<file path="config.mk">
export PLATFORM = sky130hd
export DESIGN_NAME = bus_mux_rr
export DESIGN_NICKNAME = d
export VERILOG_FILES = /design/src/rtl/bus_mux_rr.sv
export SDC_FILE = /design/constraint.sdc
export NUM_CORES = 1
export LEC_CHECK = 0
export BUFFER_PORTS_ARGS = -buffer_cell sky130_fd_sc_hd__buf_2
export CORE_ASPECT_RATIO = 2
export CORE_MARGIN = 3
export CORE_UTILIZATION = 35
export CTS_CLUSTER_DIAMETER = 50
export CTS_CLUSTER_SIZE = 14
export DETAILED_ROUTE_END_ITERATION = 8
export GPL_ROUTABILITY_DRIVEN = 0
export HOLD_SLACK_MARGIN = 0.08
export PLACE_DENSITY = 0.69
export SYNTH_ARGS = -nofsm -noshare
export SYNTH_HDL_FRONTEND = slang
export SYNTH_SLANG_ARGS = --single-unit
</file>
<file path="constraint.sdc">
create_clock -name clk -period 5.26 [get_ports clk]
set_clock_uncertainty 0.2 [all_clocks]
set_input_delay 0.526 -clock clk [delete_from_list [all_inputs] [get_ports clk]]
set_output_delay 0.526 -clock clk [all_outputs]
set_load 0.005 [all_outputs]
</file>
<file path="src/rtl/bus_mux_rr.sv">
// rtl/bus_mux_rr.sv - round-robin M:1 beat multiplexer with registered output; MUX_LAST_LOCK_EN enables packet lock
module bus_mux_rr #(
    parameter int N = 16,
    parameter int M = 4,
    localparam int SELW = (($clog2(M) > 1) ? $clog2(M) : 1)
) (
    input  logic              clk,
    input  logic              rst,
    input  logic [M-1:0]      in_valid,
    input  logic [M*N-1:0]    in_data,
    input  logic [M-1:0]      in_last,
    output logic [M-1:0]      in_ready,
    output logic              out_valid,
    output logic [N-1:0]      out_data,
    output logic              out_last,
    output logic [SELW-1:0]   out_chan,
    input  logic              out_ready,
    output logic              busy
);

    typedef enum logic [0:0] {
        ARB    = 1'b0,
        LOCKED = 1'b1
    } state_t;

    state_t          state;
    state_t          state_next;
    logic [SELW-1:0] ptr;
    logic [SELW-1:0] gnt;
    logic [SELW-1:0] cand;
    logic            found;
    logic            load;
    logic            xfer;

    assign load = !out_valid || out_ready;
    assign xfer = !rst && load && found;
    assign busy = out_valid || (state == LOCKED);

    // Grant search: locked channel only, or first valid channel after ptr with wrap-around
    always_comb begin
        found = 1'b0;
        gnt   = ptr;
        cand  = ptr;
        if (state == LOCKED) begin
            found = in_valid[ptr];
        end else begin
            for (int k = 1; k <= M; k++) begin
                cand = SELW'((int'(ptr) + k) % M);
                if (!found && in_valid[cand]) begin
                    found = 1'b1;
                    gnt   = cand;
                end
            end
        end
    end

    // Accept strobe: only the granted channel, only when the output register can take a beat
    always_comb begin
        in_ready = '0;
        if (xfer) begin
            in_ready[gnt] = 1'b1;
        end
    end

    // Lock transitions: enter on a non-final beat, leave on the final beat of the locked channel
    always_comb begin
        state_next = state;
`ifdef MUX_LAST_LOCK_EN
        if (xfer) begin
            case (state)
                ARB:     if (!in_last[gnt]) state_next = LOCKED;
                LOCKED:  if (in_last[gnt])  state_next = ARB;
                default: state_next = ARB;
            endcase
        end
`else
        state_next = ARB;
`endif
    end

    // State, round-robin pointer and output register
    always_ff @(posedge clk or posedge rst) begin
        if (rst) begin
            state     <= ARB;
            ptr       <= SELW'(M - 1);
            out_valid <= 1'b0;
            out_data  <= '0;
            out_last  <= 1'b0;
            out_chan  <= '0;
        end else begin
            state <= state_next;
            if (xfer) begin
                ptr       <= gnt;
                out_valid <= 1'b1;
                out_data  <= in_data[int'(gnt)*N +: N];
                out_last  <= in_last[gnt];
                out_chan  <= gnt;
            end else if (out_valid && out_ready) begin
                out_valid <= 1'b0;
            end
        end
    end

endmodule

</file>
==> results.md <==
- The run finished with clean final reports.
- Data arrives at the worst endpoint at 2.58 ns.
- The number of setup violations in the final report is 0.
- Counting the buffers created by CTS gives 3.
- Ranked by total cell area, the synthesized netlist is headed by dfrtp_1 33%, mux2i_1 11%, a221oi_1 9.9%.
- The headroom to the max-slew limit is 35.3%.
- Setup repair after global routing left no endpoint under its margin.
- TritonCTS built the clock tree.
- The top cell types in the final layout, fill and taps aside, are 99 x buf_2, 22 x nor2_1, 20 x dfrtp_1.
- Post-CTS repair changed the size of 0 cells.
- The TritonCTS sink count is 22.
- Counting along the longest clock path gives a buffer depth of 2.
- Among all flip-flop cells after synthesis, the most frequent one is dfrtp_1.
- The required arrival time at the worst endpoint is 4.53 ns.
- The worst path needs 3.31 ns of the cycle, external delays included.
- The number of enable-type register cells in the synthesized netlist is 0.
- The number of buffers and inverters on the critical path is 1.
- In this run the remaining antenna-violating nets after routing total 0.
- Counting the fill cells in the layout gives 457.
- The final count of hold timing violations came to 0.
- In this run the vertical extent of the chip is 98.8 um.
- Row generation in the floorplan step produced 33 rows.
- Once the floorplan was initialized, standard cells occupied 36.5% of the core.
- For the worst-skew pair, the clock arrives at the later sink with an insertion delay of 0.25 ns.
- For this run, design rule violations remaining after detail routing come to 0.
- The sum of negative setup slack is 0 ns.
- The post-synthesis cell type with the largest combined area is dfrtp_1.
- In this run the horizontal extent of the chip is 52.4 um.
- For this design the static power due to leakage is 0.975 nW.
- The vias per cell is 5.11.
- The setup fix buffers added after clock tree synthesis is 0.
- The max-slew violation count is 0.
- The wire-length estimate of the detail-placed layout is 3380 um.
- Along the worst path, the maximum fanout reaches 27.
- The worst slack after detailed placement is 2.06 ns.
- The root buffer cell is clkbuf_8.
- The global-route wire length before repair is 6930 um.
- The number of warnings printed during yosys synthesis is 0.
- The library cell used most frequently in the layout, excluding fill and tap cells, is buf_2.
- The register bit count reported by yosys is 22.
- 0 antenna diodes ended up in the layout.
- Entering global routing, the biggest net connects 28 pins.
- Across all layers, the routed design uses 1501 vias.
- The final-stage net count is 318.
- In the finished design, the share of the clock period the worst path needs comes to 62.8%.
- IR analysis of the VDD net gives a maximum drop of 0.146 mV.
- STA classifies the critical path endpoint as an output pin.
- Walking the worst path, the cells encountered are nor2b_1, nor3_4, o211ai_2, nor2_1, buf_2.
- The async set-or-reset flop fraction in the synthesized netlist is 100%.
- The startpoint kind of the worst setup timing path is a flip-flop.
- The clock-pin slew on the worst setup and hold paths is 0.08 ns.
- The measured slew at the worst slew-check pin is 0.967 ns.
- The category of the critical setup timing path is reg2out.
- The floorplan step defined a die boundary enclosing 5180 sq um.
- The type of the tightest min-delay check is in2async.
- From synthesis to final layout, the design area changed by 32.7%.
- The number of detailed-routing iterations run before antenna repair is 4.
- Port buffering added 99 buffers.
- The number of antenna violations at the first check in global routing is 0.
- In this run, distinct cell masters in the synthesized netlist total 29.
- The worst path meets setup with 1.95 ns of slack.
- For this design, the CTS-stage hold fixing added 0 buffers.
- The fraction of the yosys area taken by sequential cells is 36.7%.
- Across the run, the number of max-cap violations was 0.
- Summing every instance area after synthesis gives 1510 sq um.
- The total number of H-tree levels is 1.
- In this run, the number of DRC markers left after iteration 0 of detailed routing was 24.
- Of the cells placed in the final design, the portion with a size suffix greater than 1 is 45.5%.
- A synthesized cell averages 9.85 sq um.
- The number of standard cells after synthesis is 153.
- Across all register-to-register paths, the minimum setup slack is 2.42 ns.
- The floorplan step defined a core boundary enclosing 4130 sq um.
- The area share of the leading cell type in the synthesized netlist is 33.2%.
- For this run, the top clock speed supported by timing is 303 MHz.
- The I/O pin count is 100.
- The total routing resource utilization after global routing is 17.5%.
- For this design the ratio of total power to cell area is 363 nW/um^2.
- Among cell families on the critical path, the largest total delay comes from simple AND/OR/NAND/NOR gates.
- The slowest stage of the critical path belongs to the cell nor3_4.
- The number of global-route vias before repair is 1498.
- The mean routed wirelength per cell is 15.0 um.
- The final wirelength is 4410 um.
- The delay of the slowest critical-path stage is 0.79 ns.
- For this run the aggregate overflow at the end of global routing stands at 0.
- The number of nets handed over by synthesis was 228.
==> final cells by class <==
| cell class | instances | area (sq um) | share of cell area (%) |
|---|---|---|---|
| Timing Repair Buffer | 100 | 503 | 25.2 |
| Inverter | 1 | 3.75 | 0.188 |
| Clock buffer | 4 | 45.0 | 2.25 |
| Tap cell | 52 | 65.1 | 3.25 |
| Multi-Input combinational cell | 115 | 830 | 41.5 |
| Sequential cell | 22 | 553 | 27.7 |
==> cell usage after synthesis, drive strengths merged (2+ instances only) <==
cell and n:
nor2 22, dfrtp 20, and2 19, a211oi 17, a221oi 17, mux2i 17
buf 12, o21ai 4, and3 3, clkbuf 3, nor2b 3, a21oi 2
dfstp 2, nand2b 2, o21a 2
==> metrics by stage <==
stage               area (sq um)  hold WS, ns  std cells  total power [W]  utilization, %
finish                      2000        0.254        294         0.000725            48.4
global route                2000        0.324        294         0.000780            48.4
CTS                         2000        0.288        294         0.000736            48.4
detailed placement          1950        0.298        290         0.000629            47.3
global placement            1950        0.276        290         0.000622            47.3
floorplan                   1510        0.288        153         0.000516               -
==> worst reg2reg max path, stage by stage (launching register included) <==
cell and delay [ns]:
dfrtp_1 0.39, nor2b_1 0.17, nor3_4 0.79, o211ai_2 0.63
a221oi_1 0.44, a211oi_1 0.09
==> power by group <==
group          leakage [nW]  internal [W]  switching [W]
clock network        0.0228     0.0000539      0.0000526
registers             0.242      0.000239      0.0000390
logic                 0.710      0.000159       0.000182
==> state kept, by name, summed over array words and instances (netlist names) <==
signal / count
out_last: 1
out_chan: 2
out_valid: 1
ptr: 2
out_data: 16
==> routing by layer <==
layer / share of wire (%) / global-route usage, %
met5: 0 / 0
met4: 0.95 / 5.91
met3: 5.2 / 1.66
met2: 60 / 34.6
met1: 34 / 17.7
==> logic make-up after synthesis <==
logic type,after synthesis,synth area share (%)
simple gates,53,20.3
buf+inv,16,8.22
mux,17,11.3
flops,22,36.7
compound gates,45,23.4
==> final timing paths <==
kind / start / endpoint / cells past startpoint
worst min-delay path: rst / out_data[0] / 2
worst min register to register: out_chan[1] / out_chan[1] / 1
worst max register to register: out_valid / out_data[9] / 5
min in group clk: out_chan[1] / out_chan[1] / 1
max in group asynchronous: rst / out_data[6] / 2
worst max-delay path: out_valid / in_ready[1] / 5
Note: power is estimated with default switching activity, not from simulation.
